`config.mk`:
```
export PLATFORM = sky130hd
export DESIGN_NAME = rom_burst_arbiter
export DESIGN_NICKNAME = d
export VERILOG_FILES = /design/src/rtl/rom_arb_pkg.sv /design/src/rtl/rr_pick2.sv /design/src/rtl/rom_burst_arbiter.sv
export SDC_FILE = /design/constraint.sdc
export NUM_CORES = 1
export LEC_CHECK = 0
export ABC_CLOCK_PERIOD_IN_PS = 3400
export CAP_MARGIN = 30
export CORE_MARGIN = 2
export CORE_UTILIZATION = 29
export CTS_CLUSTER_SIZE = 20
export DETAILED_ROUTE_END_ITERATION = 10
export SETUP_SLACK_MARGIN = 0.1
export SLEW_MARGIN = 0
export SYNTH_ARGS = -nofsm -noshare
export SYNTH_HDL_FRONTEND = slang
export SYNTH_SLANG_ARGS = --single-unit
```
`constraint.sdc`:
```
create_clock -name clock -period 3.4 [get_ports clock]
set_input_delay 0.34 -clock clock [delete_from_list [all_inputs] [get_ports clock]]
set_output_delay 0.34 -clock clock [all_outputs]
set_load 0.02 [all_outputs]
```
`src/rtl/rom_arb_pkg.sv`:
```
// rom_arb_pkg: shared types for the ROM burst arbiter.
//   arb_state_t : controller state (IDLE waits for a request, STREAM emits words)
//   req_id_t    : requester index, 0 or 1
package rom_arb_pkg;

  typedef enum logic {
    IDLE   = 1'b0,
    STREAM = 1'b1
  } arb_state_t;

  typedef logic req_id_t;

endpackage

```
`src/rtl/rr_pick2.sv`:
```
// rr_pick2: combinational two-way round-robin selector.
//   valid[1:0]        in  requests from port 0 / port 1
//   last_grant        in  port granted most recently
//   grant_onehot[1:0] out one-hot winner, all zero when nobody requests
//   grant_id          out index of the winner (0 when nobody requests)
module rr_pick2
  import rom_arb_pkg::*;
(
  input  logic [1:0] valid,
  input  req_id_t    last_grant,
  output logic [1:0] grant_onehot,
  output req_id_t    grant_id
);

  // NOTE: every combinational output gets a default before any branch, so no
  // path leaves it unassigned and no latch is inferred.
  always_comb begin
    grant_onehot = 2'b00;
    grant_id     = 1'b0;
    if (valid == 2'b11) begin
      // Tie: the port that did not win last time goes now.
      grant_id = ~last_grant;
    end else if (valid[1]) begin
      grant_id = 1'b1;
    end
    if (|valid) begin
      grant_onehot = grant_id ? 2'b10 : 2'b01;
    end
  end

endmodule

```
`src/rtl/rom_burst_arbiter.sv`:
```
// rom_burst_arbiter: shares one asynchronous-read ROM between two requesters.
// Each requester posts a start address and a word count; bursts are granted
// round-robin at burst boundaries and streamed one word per cycle under
// valid/ready backpressure.
//   clock, reset             single clock, asynchronous active-high reset
//   req{0,1}_valid/addr/len  burst requests (len 0 is legal, yields no data)
//   req{0,1}_ready           request accepted this cycle (IDLE only)
//   rom_addr / rom_dout      external ROM, combinational read
//   out_valid/ready/data     word stream
//   out_id / out_last        burst owner and final-word flag
module rom_burst_arbiter
  import rom_arb_pkg::*;
#(
  parameter  int Nloc  = 16,
  parameter  int Dbits = 4,
  parameter  int Lbits = 4,
  localparam int Abits = (Nloc > 1) ? $clog2(Nloc) : 1
) (
  input  logic             clock,
  input  logic             reset,
  input  logic             req0_valid,
  input  logic [Abits-1:0] req0_addr,
  input  logic [Lbits-1:0] req0_len,
  output logic             req0_ready,
  input  logic             req1_valid,
  input  logic [Abits-1:0] req1_addr,
  input  logic [Lbits-1:0] req1_len,
  output logic             req1_ready,
  output logic [Abits-1:0] rom_addr,
  input  logic [Dbits-1:0] rom_dout,
  output logic             out_valid,
  input  logic             out_ready,
  output logic [Dbits-1:0] out_data,
  output logic             out_id,
  output logic             out_last
);

  arb_state_t       state, state_next;
  logic [Abits-1:0] cur_addr;
  logic [Lbits-1:0] remaining;
  req_id_t          owner;
  req_id_t          last_grant;

  logic [1:0]       grant_onehot;
  req_id_t          grant_id;
  logic             accept;
  logic             fire;
  logic [Abits-1:0] sel_addr;
  logic [Lbits-1:0] sel_len;
  logic [Abits-1:0] addr_inc;

  rr_pick2 u_pick (
    .valid        ({req1_valid, req0_valid}),
    .last_grant   (last_grant),
    .grant_onehot (grant_onehot),
    .grant_id     (grant_id)
  );

  // Ready depends only on request valids, state and last_grant; grants are
  // offered only between bursts.
  assign req0_ready = (state == IDLE) && grant_onehot[0];
  assign req1_ready = (state == IDLE) && grant_onehot[1];
  assign accept     = req0_ready || req1_ready;

  assign sel_addr = grant_id ? req1_addr : req0_addr;
  assign sel_len  = grant_id ? req1_len  : req0_len;

  // Explicit wrap so a non-power-of-two depth still returns to word 0.
  assign addr_inc = (cur_addr == Abits'(Nloc - 1)) ? '0 : cur_addr + Abits'(1);

  // Outputs come from registers and the ROM only; out_ready never feeds them.
  assign rom_addr  = cur_addr;
  assign out_data  = rom_dout;
  assign out_valid = (state == STREAM);
  assign out_id    = owner;
  assign out_last  = out_valid && (remaining == Lbits'(1));
  assign fire      = out_valid && out_ready;

  always_comb begin
    state_next = state;
    unique case (state)
      IDLE:   if (accept && (sel_len != '0)) state_next = STREAM;
      STREAM: if (fire && out_last)          state_next = IDLE;
      default: state_next = IDLE;
    endcase
  end

  // NOTE: non-blocking assignments make every register here sample the
  // pre-edge values, so the order of statements does not matter.
  always_ff @(posedge clock or posedge reset) begin
    if (reset) begin
      state      <= IDLE;
      cur_addr   <= '0;
      remaining  <= '0;
      owner      <= 1'b0;
      last_grant <= 1'b1;  // port 0 wins the first tie
    end else begin
      state <= state_next;
      if (accept) begin
        // A zero-length grant still counts for fairness.
        cur_addr   <= sel_addr;
        remaining  <= sel_len;
        owner      <= grant_id;
        last_grant <= grant_id;
      end else if (fire) begin
        cur_addr  <= addr_inc;
        remaining <= remaining - Lbits'(1);
      end
    end
  end

endmodule
```
==> metrics.csv, run 1 <==
stage;metric;value;unit
power_and_ir_drop;leakagePower;0.0004483;µW
synth;synthXorXnorAreaFrac;4.281;%
finish;fin_cells;147;
power_and_ir_drop;power.internal;475.7;µW
synth;synthFlopType;dfrtp_1;
clock_tree;cts.sinks;11;
synth;synth_seq_cells;11;
global_route;grt_pass1_vias;763;
synth;synth_compound_area_share;24.01;%
synth;synth_top_area_share;30.58;%
detailed_routing;drc;0;
power_and_ir_drop;clockPowerShare;11.1;%
timing;fmax;417.6;MHz
synth;synth-simple-area-share;17.89;%
power_and_ir_drop;p_sw_share;43.23;%
timing;hold_violations;0;
clock_tree;cts.reportedPaths.clkPinSlew;80;ps
synth;seq_area_frac_synth;33.79;%
clock_tree;ctsHoldBuffers;0;
outcome;status;completed;
clock_tree;cts_buffers;3;
critical_path;crit_path_end_kind;output port;
synth;synth_top_cells_by_area;dfrtp_1 (31%), ha_1 (4.6%), o21ai_0 (4.3%), mux2i_1 (3.7%), buf_4 (3.7%);
floorplanning;dieArea;3263;µm²
finish;nets;145;
critical_path;critPathKind;input pin to output port;
synth;synthTopCellsByCount;dfrtp_1 (10), nand2_1 (7), o21ai_0 (7), inv_1 (5), nand3_1 (5);
finish;final_core_util;40.86;%
run;maxCapViolCount;0;
power_and_ir_drop;combPwrFrac;53.4;%
finish;n_fill_cell;300;
global_route;grt_pass1_wl;3553;µm
detailed_routing;avgViaCountPerCell;5.408;
synth;synth_edf_count;0;
clock_tree;cts_setup_buffers;0;
place;port_buffers;29;
timing;slew_headroom;48.60;%
global_route;grt_max_degree;21;
global_route;grt_remaining_overflow;0;
power_and_ir_drop;peakVddDrop;0.0004457;V
global_route;antenna_found_initial;0;
clock_tree;clk_latency;270;ps
clock_tree;clockRootBuffer;clkbuf_4;
floorplanning;die_y;57.12;µm
floorplanning;ioPinCount;38;
power_and_ir_drop;p_seq_share;35.5;%
critical_path;worstPathMaxFanout;10;
clock_tree;cts_max_path_buffers;2;
synth;synth_top_family_by_area;compound AO/OA/AOI/OAI gates;
synth;syn-num-nets;120;
synth;yosysWarnings;0;
critical_path;critPathArrivalTime;2050;ps
floorplanning;rows;19;
detailed_routing;ant_nets;0;
timing;rsz0062_at_grt;no;
detailed_routing;wl_per_cell;14.40;µm
global_route;grt.total_usage;14.01;%
clock_tree;htree_levels;1;
timing;worst_slew_pin_slew;769.4;ps
finish;drive_gt1_share;4.310;%
synth;synthAdderAreaFrac;4.587;%
power_and_ir_drop;power.density;756.8;nW/µm²
critical_path;cp-start-kind;input pin;
timing;holdWs;355.8;ps
timing;fin_setup_tns;0;ps
worst_hold_path;hold_class;input pin to asynchronous set/reset pin;
critical_path;critical_path_required;3060;ps
detailed_routing;wirelength;2117;µm
synth;yosysMostFrequentCell;dfrtp_1;
synth;syn_avg_cell_area;8.894;µm²
synth;synthMuxAreaShare;5.046;%
synth;yosysTopAreaCell;dfrtp_1;
finish;area_growth;35.32;%
detailed_routing;drtIter0Drc;26;
timing;drv_slew;0;
floorplanning;die_w;57.12;µm
finish;seq_area;276.5;µm²
detailed_routing;vias;795;
timing;finalSetupViolations;0;
clock_tree;tritoncts;yes;
place;routabilityCongestion;0.8207;
synth;synthCells;92;
floorplanning;core;2710;µm²
floorplanning;start_util;30.19;%
finish;multi_input_area;456.7;µm²
place;placed_cells;143;
finish;diodes;0;
synth;async_reset_ff_share;100.0;%
timing;period_share;70.43;%
place;place_hpwl;1631;µm
timing;fin_skew;5.860;ps
synth;netlist_area;818.3;µm²
detailed_routing;first_pass_iters;4;
power_and_ir_drop;power_switching;362.3;µW
clock_tree;cts-resized-gates;0;
synth;synth_cell_types;38;
timing;period_minus_slack;2394;ps
==> layer usage <==
layer | vias up | track usage [%] | wire [µm]
met5 | - | 0 | 0
met4 | 0 | 1.993 | 0
met3 | 0 | 5.896 | 153
met2 | 29 | 21.02 | 966
met1 | 377 | 19.41 | 996
li1 | 389 | - | -
==> logic make-up (layout without fill, tap and decap cells) <==
kind of cell | after synthesis | in the layout
compound gates | 29 | 29
simple gates | 27 | 27
buf+inv | 14 | 38
flops | 11 | 11
xor+xnor | 4 | 4
mux | 4 | 4
fa+ha+maj | 3 | 3
==> sequential cells by signal (all words and copies together), names as in the netlist <==
register,cells
rom_addr,4
out_id,1
remaining,4
last_grant,1
out_valid,1
==> path summary, 6_finish.rpt <==
| check | from | to | slack, ps | depth (start not counted) |
|---|---|---|---|---|
| max | req0_valid | req1_ready | 1010 | 4 |
| min | reset | out_valid | 360 | 2 |
| max reg2reg | out_valid | out_valid | 1600 | 3 |
| min reg2reg | out_id | out_id | 520 | 2 |
| max in group asynchronous | reset | last_grant | 2710 | 2 |
| min in group clock | out_id | out_id | 520 | 2 |
==> final cells by class <==
class,instances,share of cell area (%)
multi-input cells,67,41.24
inverters,5,1.695
repair buffers,29,26.21
flip-flops and latches,11,24.97
well taps,31,3.503
clock buffers,4,2.373
==> power groups by stage <==
stage                     combinational [µW]  clock, µW  sequential (µW)
after detailed placement                 450          0              298
final                                    448       92.7              298
after global routing                     501       99.7              314
after floorplan                          286          0              307
after global placement                   439          0              300
after CTS                                451       95.8              297
==> critical path: stages <==
cell and delay [ps]:
clkdlybuf4s50_1 590, a21bo_1 390, nor2_1 120, clkdlybuf4s50_1 610
==> through the flow <==
stage          power, µW  cell area [µm²]  setup WS, ps
2_1_floorplan      592.8            818.3          1465
3_3_place_gp       740.0             1081          1055
3_5_place_dp       748.0             1081          1008
4_1_cts            843.7             1107          1002
5_1_grt            914.6             1107         893.9
6_report           838.0             1107          1006
==> layout by cell type (no fill, tap or decap) <==
cell type	synthesis	routed
clkdlybuf4s50_1	0	29
dfrtp_1	10	10
nand2_1	7	7
o21ai_0	7	7
inv_1	5	5
nand3_1	5	5
a21oi_1	4	4
mux2i_1	3	3
a32oi_1	3	3
nor3_1	3	3
xnor2_1	3	3
ha_1	3	3
clkbuf_4	0	3
o21bai_1	2	2
a31oi_1	2	2
o31ai_1	2	2
a211oi_1	2	2
o221ai_1	2	2
nor2_1	2	2
nor4_1	2	2
a21bo_1	1	1
mux2_2	1	1
or2b_1	1	1
a21boi_1	1	1
or3_1	1	1
and4_1	1	1
nor4bb_1	1	1
nor4b_1	1	1
nor2b_1	1	1
o32ai_1	1	1
a22oi_1	1	1
xor2_1	1	1
and2_1	1	1
nand2b_1	1	1
o22ai_1	1	1
clkbuf_1	0	1
dfstp_2	1	1
(Power assumes the default switching activity.)
==> run 2: changes to the inputs <==
- ABC_CLOCK_PERIOD_IN_PS: 3400 -> 2350
- clock period: 3.4 -> 2.35 ns (I/O delays scaled with it)
==> run 2 against run 1 <==
Against the previous run:
- critical path depth unchanged
- routed wire length is 2.3% higher
- total power grew 48%
- register-to-register slack lost 840 ps
- critical endpoint is now req0_ready
- highest routed layer is now met4
==> metrics.csv, run 2 (same netlist as run 1, synthesis figures left out) <==
stage;metric;value;unit
global_route;antenna_found_initial;0;
critical_path;worstPathMaxFanout;6;
detailed_routing;wl_per_cell;14.34;µm
finish;multi_input_area;456.7;µm²
timing;rsz0062_at_grt;no;
floorplanning;rows;19;
timing;finalSetupViolations;0;
worst_hold_path;hold_class;input pin to asynchronous set/reset pin;
place;routabilityCongestion;0.8164;
finish;nets;149;
critical_path;cpMaxStageDelayCell;clkdlybuf4s50_1;
finish;layout_commonest_cell;clkdlybuf4s50_1;
place;dpl_cell_area;1111;µm²
finish;design_area;1140;µm²
place;post-place-ws;324.2;ps
clock_tree;clockRootBuffer;clkbuf_4;
place;placed_cells;147;
power_and_ir_drop;peakVddDrop;0.0005298;V
timing;drv_slew;0;
timing;fin_skew;1.958;ps
critical_path;reg2reg_from;out_valid;
floorplanning;dieArea;3263;µm²
floorplanning;start_util;30.19;%
clock_tree;cts.sinks;11;
detailed_routing;ant_nets;0;
finish;final_cell_mix;clkdlybuf4s50_1 (28), dfrtp_1 (10), nand2_1 (7), o21ai_0 (7);
critical_path;worstReg2RegEnd;remaining[2];
finish;diodes;0;
power_and_ir_drop;p_sw_share;43.04;%
timing;holdWs;249.5;ps
timing;fin_setup_tns;0;ps
critical_path;critPathArrivalTime;1820;ps
critical_path;r2r_slack;760;ps
power_and_ir_drop;clockPowerShare;11.4;%
detailed_routing;vias;804;
timing;period_share;87.61;%
timing;fmax;485.7;MHz
floorplanning;die_w;57.12;µm
global_route;grt_pass1_vias;756;
critical_path;crit_cells;4;
power_and_ir_drop;p_seq_share;33.8;%
power_and_ir_drop;power.density;1088;nW/µm²
clock_tree;clk_latency;280;ps
clock_tree;cts_buffers;3;
critical_path;r2r_cells;5;
detailed_routing;first_pass_iters;4;
power_and_ir_drop;power_switching;533.7;µW
global_route;grt_remaining_overflow;0;
clock_tree;cts_setup_buffers;0;
floorplanning;core;2710;µm²
global_route;grt.total_usage;14.95;%
place;place_hpwl;1676;µm
clock_tree;ctsHoldBuffers;0;
critical_path;crit_buf_inv;1;
clock_tree;tritoncts;yes;
floorplanning;die_y;57.12;µm
power_and_ir_drop;combPwrFrac;54.9;%
timing;worst_slew_pin_slew;447.5;ps
global_route;grt_max_degree;12;
critical_path;cp-start-kind;flip-flop;
global_route;grt_pass1_wl;3650;µm
timing;slew_headroom;70.13;%
detailed_routing;wirelength;2166;µm
critical_path;path_delay_family;buffers and inverters;
power_and_ir_drop;leakagePower;0.0004840;µW
clock_tree;htree_levels;1;
power_and_ir_drop;power.internal;706.4;µW
timing;period_minus_slack;2059;ps
run;maxCapViolCount;0;
critical_path;max_stage_delay;600;ps
clock_tree;cts_max_path_buffers;2;
critical_path;critPathKind;flip-flop to output port;
critical_path;crit_path_end_kind;output port;
critical_path;path_cells;or2b_1, nand2_1, nor2_1, clkdlybuf4s50_1;
finish;seq_area;276.5;µm²
outcome;status;completed;
floorplanning;ioPinCount;38;
timing;hold_violations;0;
detailed_routing;drc;0;
timing;fin_ws;291.1;ps
finish;drive_gt1_share;7.500;%
finish;area_growth;39.30;%
critical_path;critical_path_required;2120;ps
detailed_routing;drtIter0Drc;13;
finish;fin_cells;151;
detailed_routing;avgViaCountPerCell;5.325;
clock_tree;cts.reportedPaths.clkPinSlew;80;ps
finish;n_fill_cell;296;
place;port_buffers;29;
[run 2: metal layers]
| metal | track usage, % | share of wire [%] |
|---|---|---|
| met1 | 21.10 | 47 |
| met4 | 3.987 | 1.1 |
| met2 | 21.84 | 46 |
| met3 | 5.215 | 5.8 |
| met5 | 0 | 0 |
[run 2: layout make-up]
| cell class | count | area share [%] |
|---|---|---|
| flip-flops and latches | 11 | 24.26 |
| inverters | 5 | 1.647 |
| well taps | 31 | 3.403 |
| multi-input cells | 67 | 40.07 |
| clock buffers | 4 | 2.305 |
| repair buffers | 33 | 28.32 |
[run 2: worst max-delay path by stage]
stage                      end  slack [ps]         start
floorplan             out_last         520     out_valid
global placement    req0_ready         350    req1_valid
detailed placement  req0_ready         320    req1_valid
CTS                   out_last         210  remaining[1]
global route        req0_ready         170    last_grant
finish              req0_ready         290    last_grant
[run 2: per-stage QoR]
stage          utilization [%]  power [µW]
2_1_floorplan                -       857.6
3_3_place_gp             41.00        1091
3_5_place_dp             41.00        1107
4_1_cts                  41.97        1252
5_1_grt                  42.06        1366
6_report                 42.06        1240
[run 2: what timing repair did]
item,in CTS,in global routing
hold endpoints to repair,0,0
setup endpoints to repair,0,1
gates resized for setup,0,1
[run 2: power by group through the flow]
| stage | clock network, µW | logic, µW | registers (µW) |
|---|---|---|---|
| floorplan | 0 | 413 | 445 |
| global placement | 0 | 670 | 421 |
| detailed placement | 0 | 688 | 420 |
| CTS | 146 | 688 | 417 |
| global route | 157 | 768 | 441 |
| finish | 141 | 681 | 419 |
==> run 3: changes to the inputs <==
- PLACE_DENSITY: default -> 0.6
==> results of run 3 <==
Final layout, timing and power as in run 2 (identical DEF).
==> RTL change 1: new RTL, settings of run 3 <==
Make the reset (`reset`) synchronous in one clocked block. Comments in the files are not updated.
--- a/src/rtl/rom_burst_arbiter.sv
+++ b/src/rtl/rom_burst_arbiter.sv
@@ -87,7 +87,7 @@
 
   // NOTE: non-blocking assignments make every register here sample the
   // pre-edge values, so the order of statements does not matter.
-  always_ff @(posedge clock or posedge reset) begin
+  always_ff @(posedge clock) begin
     if (reset) begin
       state      <= IDLE;
       cur_addr   <= '0;
Formal check against the unedited RTL: differs if reset is asserted again (counterexample within 4 cycles, from zero or initial values and one cycle with reset high); with reset held inactive, the same outputs for 10 cycles.
==> RTL change 1 against run 3 <==
Synthesized area down 7.3%. Critical path type unchanged. Sequential cell count unchanged. Non-clock buffer count fell by 3. Setup slack improved by 0.023 ns. Design area decreased by 6.0%. Wire length down 10%. First-iteration DRC count is 62% lower. Largest cell class unchanged. Final cell count fell by 5.3%.
Power is not compared: it rests on default switching activity, and its combinational part moved more than twofold at a synthesized area within 25%.
==> RTL change 1: results <==
metrics = {
    "drt": {
        "dr.pass1.iters": 3,
        "m1WireLength_um": 847,
        "finalWirelength_um": 1940,
        "wl_met3_um": 159,
        "drt_iter0_markers": 5,
        "via_per_inst": 5.38,
        "dr_wl_met2_um": 912,
    },
    "grt": {
        "met2_usage_pct": 25.0,
        "grt_pass1_vias": 724,
        "use_met3_pct": 4.84,
        "grtUsageTotal_pct": 14.6,
        "grt_pass1_wl_um": 3090,
        "globalRouteMet1Util_pct": 16.2,
        "grt_start_max_net_pins": 19,
    },
    "final_layout": {
        "n_fill_cell": 275,
        "layout.area.seq_um2": 220,
        "multi_input_area_share_pct": 43.9,
        "num-clock-buffers": 4,
        "seqAreaFraction_pct": 20.6,
        "n_all_buffers": 30,
        "buffer_area_share_pct": 27.8,
        "layout-drive-gt1-share_pct": 5.31,
        "clk_share_pct": 2.45,
    },
    "floorplanning": {
        "coreArea_um2": 2480,
    },
    "placed_design": {
        "pre_cts_slack_ns": 0.312,
        "place_congestion": 0.687,
        "place_hpwl_um": 1530,
        "dpl-instance-area_um2": 1040,
        "placedCellCount": 139,
        "io_buffers": 29,
    },
    "sta": {
        "worst_pin_slew_ns": 0.567,
        "fin_worst_skew_ns": 0.00464,
    },
    "setup_path": {
        "critPathTopFamily": "flip-flops",
        "critPathSlowestCell": "dfxtp_1",
        "cp_max_fo": 18,
        "cp_data_arrival_time_ns": 1.80,
    },
    "synth": {
        "syn_nets": 115,
        "yosys-top-cells-area": "dfxtp_1 29%, mux2i_1 7.9%, ha_1 5.0%",
        "synth_cells": 87,
        "seq_area_frac_synth_pct": 29.0,
        "ys_async_sr_fraction_pct": 0,
        "synth_common_cells": "11 x dfxtp_1, 6 x mux2i_1, 5 x inv_1, 5 x nand2_1, 5 x nor2_1",
    },
    "outcome": {
        "status": "finished, final reports clean",
    },
    "power_and_ir_drop": {
        "p_sw_mw": 0.218,
    },
}
-- RTL change 1: cell types whose count changed in the layout (fill, tap and decap cells not counted), sizes merged, moves of 3 or more --
cell and change:
a32oi -3, buf -3, a221oi +3, o21ai -5, xnor2 -3, mux2i +3, a21oi -3, dfrtp -10
nor2 +3, dfxtp +11
-- RTL change 1: logic make-up (layout without fill, tap and decap cells) --
logic type	after synthesis	after routing	share of synthesized area, %
buffers and inverters	13	39	8.91
flip-flops	11	11	29.0
AO/OA/AOI/OAI	26	26	26.9
XOR/XNOR	2	2	2.31
multiplexers	7	7	9.41
adder cells (fa/ha/maj)	3	3	4.95
AND/OR/NAND/NOR	25	25	18.5
-- RTL change 1: final timing paths --
check                      end  slack [ns]  cells past startpoint
setup reg to reg  remaining[3]        0.64                      3
hold reg to reg   remaining[3]        0.53                      2
hold / removal     out_data[1]        0.47                      0
setup / recovery    req0_ready        0.31                      3
==> RTL change 2: new RTL, flow settings as in run 3 <==
Made on the original files. `Dbits`: 4 -> 6.
--- a/src/rtl/rom_burst_arbiter.sv
+++ b/src/rtl/rom_burst_arbiter.sv
@@ -12,7 +12,7 @@
   import rom_arb_pkg::*;
 #(
   parameter  int Nloc  = 16,
-  parameter  int Dbits = 4,
+  parameter  int Dbits = 6,
   parameter  int Lbits = 4,
   localparam int Abits = (Nloc > 1) ? $clog2(Nloc) : 1
 ) (
Interface: changed (resized out_data and rom_dout); port bits go from 38 to 42. The function was not compared with the original's and may differ.
==> RTL change 2 against run 3 <==
Synthesized area increased by 1.8%. Power decreased by 0.64%. Wire length increased by 2.9%. Largest power group unchanged. Fmax decreased by 0.21%. Count of clock-buffer cells in the layout unchanged. Via count increased by 0.12%. Sequential share of layout area unchanged. Sequential cell count unchanged. Setup slack got worse by 0.0043 ns. Register-to-register slack improved by 0.04 ns. Design area unchanged.
==> RTL change 2: results <==
metrics = {
    "power_and_ir_drop": {
        "powerSeq_mw": 0.425,
        "ir_drop_v": 0.000514,
        "p_per_area_nw_per_um2": 1080,
        "p_sw_mw": 0.528,
        "pg_comb_mw": 0.668,
    },
    "outcome": {
        "status": "finished, final reports clean",
    },
    "grt": {
        "met2_usage_pct": 21.1,
        "grt_pass1_vias": 729,
        "grt_start_max_net_pins": 14,
        "grtUsageTotal_pct": 14.3,
        "grt_pass1_wl_um": 3680,
    },
    "setup_path": {
        "critPathSlowestCell": "clkdlybuf4s50_1",
        "ff2ff_setup_slack_ns": 0.80,
    },
    "sta": {
        "worst_pin_slew_ns": 0.478,
        "hold-worst-slack_ns": 0.266,
        "fin_worst_skew_ns": 0.00359,
    },
    "drt": {
        "num_vias": 805,
        "dr.pass1.iters": 4,
        "drt_iter0_markers": 16,
        "finalWirelength_um": 2230,
        "detail_route.wl_per_cell_um": 14.8,
    },
    "synth": {
        "syn_nets": 124,
        "synthXorXnorAreaFrac_pct": 4.20,
        "synthMuxAreaShare_pct": 4.95,
        "synth_cells": 94,
        "yosys-top-cells-area": "dfrtp_1 30%, buf_4 5.4%, ha_1 4.5%",
        "seq_area_frac_synth_pct": 33.2,
        "synth_compound_area_share_pct": 23.6,
        "synth_common_cells": "10 x dfrtp_1, 7 x nand2_1, 7 x o21ai_0, 6 x buf_4",
    },
    "cts": {
        "clockBufferDepth": 2,
    },
    "placed_design": {
        "place_congestion": 0.848,
        "place_hpwl_um": 1690,
    },
}
-- RTL change 2: through the flow --
stage	setup WS (ns)	instance area (um^2)
after floorplan	0.520	833
after detailed placement	0.308	1110
after CTS	0.221	1140
final	0.287	1140
after global routing	0.199	1140
after global placement	0.329	1110
-- RTL change 2: worst paths after layout --
kind | start | to | cells after the start
worst min register to register | out_id | out_id | 2
worst max register to register | out_valid | out_valid | 3
worst max-delay path | last_grant | req0_ready | 4
max in group asynchronous | reset | last_grant | 2
worst min-delay path | reset | remaining[1] | 2
min in group clock | rom_dout[1] | out_data[1] | 0
-- RTL change 2: area by class of cell --
cell class,count,area (um^2)
Clock buffer,4,26.3
Inverter,5,18.8
Multi-Input combinational cell,67,457
Sequential cell,11,277
Fill cell,290,1590
Tap cell,31,38.8
Timing Repair Buffer,33,323
-- RTL change 2: routing by layer --
layer	up-vias	routed length, um	part of all wire, %
met4	0	40	1.8
met1	375	1080	49
met2	29	970	44
met3	6	135	6.1
li1	395	-	-
met5	-	0	0
